<file path="config.mk">
export PLATFORM = sky130hd
export DESIGN_NAME = mac_vec_seq
export DESIGN_NICKNAME = d
export VERILOG_FILES = /design/src/rtl/mac_vec_seq_pkg.sv /design/src/rtl/mac_vec_seq.sv
export SDC_FILE = /design/constraint.sdc
export NUM_CORES = 1
export LEC_CHECK = 0
export CAP_MARGIN = 15
export CORE_MARGIN = 2
export CORE_UTILIZATION = 42
export CTS_BUF_LIST = sky130_fd_sc_hd__clkbuf_16
export DETAILED_ROUTE_END_ITERATION = 8
export PLACE_DENSITY = 0.77
export SLEW_MARGIN = 30
export SYNTH_ARGS = -nofsm -noshare
export SYNTH_HDL_FRONTEND = slang
export SYNTH_SLANG_ARGS = --single-unit
export TNS_END_PERCENT = 5
</file>
<file path="constraint.sdc">
create_clock -name clk -period 5.26 [get_ports clk]
set_input_delay 0.789 -clock clk [delete_from_list [all_inputs] [get_ports clk]]
set_output_delay 0.789 -clock clk [all_outputs]
set_load 0.05 [all_outputs]
</file>
<file path="src/rtl/mac_vec_seq_pkg.sv">
// Shared types and constants for the MAC operand sequencer.
package mac_vec_seq_pkg;

  localparam int unsigned OP_W        = 8;
  localparam int unsigned ACC_W       = 16;
  localparam int unsigned MAC_LAT_DEF = 2;

  typedef enum logic [2:0] {
    IDLE  = 3'd0,
    CLEAR = 3'd1,
    FEED  = 3'd2,
    DRAIN = 3'd3,
    HOLD  = 3'd4
  } state_t;

endpackage

</file>
<file path="src/rtl/mac_vec_seq.sv">
// Operand sequencer for the 8x8 MAC: clears the accumulator, streams operand
// pairs (zeros on bubbles), waits out the MAC latency and returns the sum.
module mac_vec_seq
  import mac_vec_seq_pkg::*;
#(
  parameter int unsigned LEN_W   = 8,
  parameter int unsigned MAC_LAT = MAC_LAT_DEF
) (
  input  logic             clk,
  input  logic             reset,
  input  logic             start,
  input  logic [LEN_W-1:0] len,
  input  logic             a_valid,
  output logic             a_ready,
  input  logic [OP_W-1:0]  a_x,
  input  logic [OP_W-1:0]  a_y,
  output logic [OP_W-1:0]  mac_x,
  output logic [OP_W-1:0]  mac_y,
  output logic             mac_clr,
  input  logic [ACC_W-1:0] mac_acc,
  output logic             res_valid,
  input  logic             res_ready,
  output logic [ACC_W-1:0] res_data,
  output logic             busy
);

  localparam int unsigned DCNT_W = (MAC_LAT > 1) ? $clog2(MAC_LAT) : 1;

  state_t              state;
  logic [LEN_W-1:0]    len_q;
  logic [LEN_W-1:0]    cnt;
  logic [DCNT_W-1:0]   dcnt;

  // a_ready is a registered copy of (state==FEED), so gating on it is
  // equivalent to gating on the state itself.
  always_comb begin
    mac_x   = '0;
    mac_y   = '0;
    mac_clr = reset | (state == CLEAR);
    if (a_ready && a_valid) begin
      mac_x = a_x;
      mac_y = a_y;
    end
  end

  // Sequencer FSM with registered handshake and status outputs.
  always_ff @(posedge clk or posedge reset) begin
    if (reset) begin
      state     <= IDLE;
      len_q     <= '0;
      cnt       <= '0;
      dcnt      <= '0;
      res_data  <= '0;
      res_valid <= 1'b0;
      a_ready   <= 1'b0;
      busy      <= 1'b0;
    end else begin
      case (state)
        IDLE: begin
          if (start) begin
            busy <= 1'b1;
            if (len != '0) begin
              len_q <= len;
              cnt   <= '0;
              state <= CLEAR;
            end else begin
              res_data  <= '0;
              res_valid <= 1'b1;
              state     <= HOLD;
            end
          end
        end
        CLEAR: begin
          a_ready <= 1'b1;
          state   <= FEED;
        end
        FEED: begin
          if (a_valid) begin
            cnt <= cnt + LEN_W'(1);
            if (cnt == len_q - LEN_W'(1)) begin
              a_ready <= 1'b0;
              dcnt    <= '0;
              state   <= DRAIN;
            end
          end
        end
        DRAIN: begin
          if (dcnt == DCNT_W'(MAC_LAT - 1)) begin
            res_data  <= mac_acc;
            res_valid <= 1'b1;
            state     <= HOLD;
          end else begin
            dcnt <= dcnt + DCNT_W'(1);
          end
        end
        HOLD: begin
          if (res_ready) begin
            res_valid <= 1'b0;
            busy      <= 1'b0;
            state     <= IDLE;
          end
        end
        default: begin
          state     <= IDLE;
          res_valid <= 1'b0;
          a_ready   <= 1'b0;
          busy      <= 1'b0;
        end
      endcase
    end
  end

endmodule

</file>
==> impl_metrics.yaml <==
setup_path:
  worstPathRequired_ps: 4470
  start_kind: "input port"
  slowest_stage: "clkdlybuf4s50_1"
  cp-endpoint: "mac_y[3]"
  startpoint: "a_valid"
  critical_path_class: "input port to output pin"
  path_max_fanout: 20
  rrSetupSlack_ps: 3040
  setup.worst_path.end_class: "output pin"
  r2r-start: "len_q[0]"
  crit_cells: 3
  crit_path_frequent_cell: "clkdlybuf4s50_1"
  path_delay_family: "buffers and inverters"
  crit_buf_inv: 2
  arrival_ps: 2650
  r2r_end: "a_ready"
  reg2regPathDepth: 7
  worst_path_largest_cell_delay_ps: 810
  crit_chain: "clkdlybuf4s50_1 > and3_1 > clkdlybuf4s50_1"
placement:
  place_ws_ps: 1810
  place.gp.congestion: 0.794
  io_buffers: 80
  dpl.hpwl_um: 3630
layout:
  antennaDiodeCount: 0
  synthToLayoutAreaGrowth_pct: 49.0
  drive_gt1_share_pct: 8.33
  nNetsFinal: 322
logic_synthesis:
  netlist.area_leader.share_pct: 48.0
  syn_nets: 246
  synth_edf_count: 0
  ys_seq_area_share_pct: 48.0
  yosys_register_bits: 39
  async_flop_share_pct: 100
  synth.area.top_cells: "dfrtp_1, a22o_1, and3_1, xnor2_1, mux2_2"
  ys_warn_count: 0
  avgSynthCellArea_um2: 10.2
  synth_area_um2: 2030
  synth_area_leader_cell: "dfrtp_1"
  syn_inst: 199
  synth.distinct_cells: 44
  ys.flop_type: "dfrtp_1"
floorplan:
  io-pin-count: 81
  initial_core_util_pct: 43.4
  core.rowCount: 25
  die-area_um2: 5420
  core_um2: 4690
  die_h_um: 73.6
  die_w_um: 73.6
job:
  max_cap_viol_count: 0
pwr:
  leakage_nw: 1.30
  netSwitchingPower_mw: 0.861
  power_frac_seq_pct: 29.7
  power.density_nw_per_um2: 639
  p_int_mw: 1.07
  ir_drop_mv: 0.391
  swShare_pct: 44.5
  comb_power_share_pct: 52.6
  clkPwrFrac_pct: 17.7
drt:
  route.detailed.drc: 0
  wl_per_cell_um: 15.2
  dr.pass1.iters: 4
  drt_iter0_drc: 91
  num_vias: 1792
  wl_um: 5030
  antenna_left: 0
  avgViaCountPerCell: 5.43
outcome:
  outcome: "finished clean"
hold_path:
  hold_path_class: "flip-flop to flip-flop"
sta:
  period_needed_ps: 3440
  grt_setup_unrepaired: "no"
  relSlewSlack_pct: 57.3
  setup_ws_ps: 1820
  final-max-slew-violation-count: 0
  setup_viol: 0
  fin_crit_sh_pct: 65.4
  fmax_mhz: 291
  finClkSkew_ps: 6.28
  worst_pin_slew_ps: 640
  final.setup.tns_ps: 0
  finalHoldViolations: 0
global_routing:
  grt-ovfl-total: 0
  grt_pass1_vias: 1755
  grt_max_degree: 40
  track_usage_pct: 19.4
  grt_pass1_wl_um: 8110
  antenna_found_initial: 0
cts:
  clockBufferDepth: 2
  clkLatencyLatePin_ps: 280
  clock_sinks: 39
  cts_tree: "yes"
  hold_buffers: 0
  clockRootBuffer: "clkbuf_16"
  cts_resized: 0
  cts_setup_buffers: 0
  clk_pin_slew_ps: 60
  htreeDepth: 2
  numCtsBuffers: 5
cell usage after synthesis (2+ instances only):
cell type / instances
o21ai_0: 10
buf_2: 2
ha_1: 2
and3_1: 19
and2_1: 3
nand3_1: 4
xnor2_1: 8
or3_1: 2
or2_2: 2
inv_1: 7
nand2b_1: 2
nor4_1: 5
a22o_1: 16
nor3_1: 4
clkbuf_1: 7
buf_1: 2
o21a_1: 4
xor2_1: 5
a21oi_1: 4
a22oi_1: 2
nor2_1: 11
mux2_2: 6
nand2_1: 11
dfrtp_1: 39
nor4_2: 2
nand3b_1: 2
placed cells by master, fill, tap and decap left out, types with 3 or more instances in the layout:
| cell | synthesis | layout |
|---|---|---|
| dfrtp_1 | 39 | 39 |
| and3_1 | 19 | 19 |
| xnor2_1 | 8 | 8 |
| clkdlybuf4s50_1 | 0 | 80 |
| mux2_2 | 6 | 6 |
| inv_1 | 7 | 7 |
| clkbuf_16 | 0 | 5 |
| a22o_1 | 16 | 16 |
| nor4_1 | 5 | 5 |
| nand2_1 | 11 | 11 |
| nand3_1 | 4 | 4 |
| nor2_1 | 11 | 11 |
| o21a_1 | 4 | 4 |
| nor3_1 | 4 | 4 |
| a21oi_1 | 4 | 4 |
| xor2_1 | 5 | 5 |
| o21ai_0 | 10 | 10 |
| and2_1 | 3 | 3 |
state kept, by name, summed over array words and instances (netlist names):
signal,cells
a_ready,1
busy,1
cnt,8
dcnt,1
len_q,8
res_data,16
res_valid,1
state,3
per-layer routing:
metal / vias up / GRT usage (%) / part of all wire [%]
li1: 879 / - / -
met5: - / 0 / 0
met2: 48 / 32.3 / 50
met4: 0 / 5.25 / 0.64
met1: 861 / 23.6 / 43
met3: 4 / 7.27 / 7.3
final cells by class:
type	count	area, µm²
multi-input cells	141	983
well taps	54	67.6
fillers	391	1660
flip-flops and latches	39	976
clock buffers	5	125
clock inverters	3	43.8
inverters	7	26.3
repair buffers	81	808
how the worst min path moves through the flow:
stage,to,cells after the start,slack [ps],from
final,res_data[2],1,500,res_data[2]
after global routing,res_data[10],1,510,res_data[10]
after CTS,res_data[2],1,510,res_data[2]
after detailed placement,res_data[7],1,490,res_data[7]
after global placement,res_data[9],1,490,res_data[9]
after floorplan,cnt[1],2,510,cnt[1]
cell families (layout without fill, tap and decap cells):
family / Yosys count / count (layout) / share of synthesized area [%]
AO/OA/AOI/OAI: 45 / 45 / 16.2
XOR/XNOR: 13 / 13 / 5.60
adder cells (fa/ha/maj): 2 / 2 / 1.23
buffers and inverters: 19 / 96 / 3.69
flip-flops: 39 / 39 / 48.0
multiplexers: 7 / 7 / 3.81
AND/OR/NAND/NOR: 74 / 74 / 21.5
power by group through the flow:
stage	Combinational, mW	Sequential [mW]	Clock, mW
final	1.02	0.575	0.343
after global routing	1.09	0.598	0.360
after CTS	1.03	0.574	0.348
after detailed placement	1.02	0.572	0
after global placement	1.00	0.571	0
after floorplan	0.531	0.760	0
metrics by stage:
step           hold WS [ps]  area (µm²)  cells  power, mW  utilization (%)
2_1_floorplan           507        2030    199       1.29                -
3_3_place_gp            490        2860    322       1.58             61.0
3_5_place_dp            491        2860    322       1.60             61.0
4_1_cts                 507        3030    330       1.95             64.6
5_1_grt                 515        3030    330       2.05             64.6
6_report                500        3030    330       1.94             64.6
(Power assumes the default switching activity.)
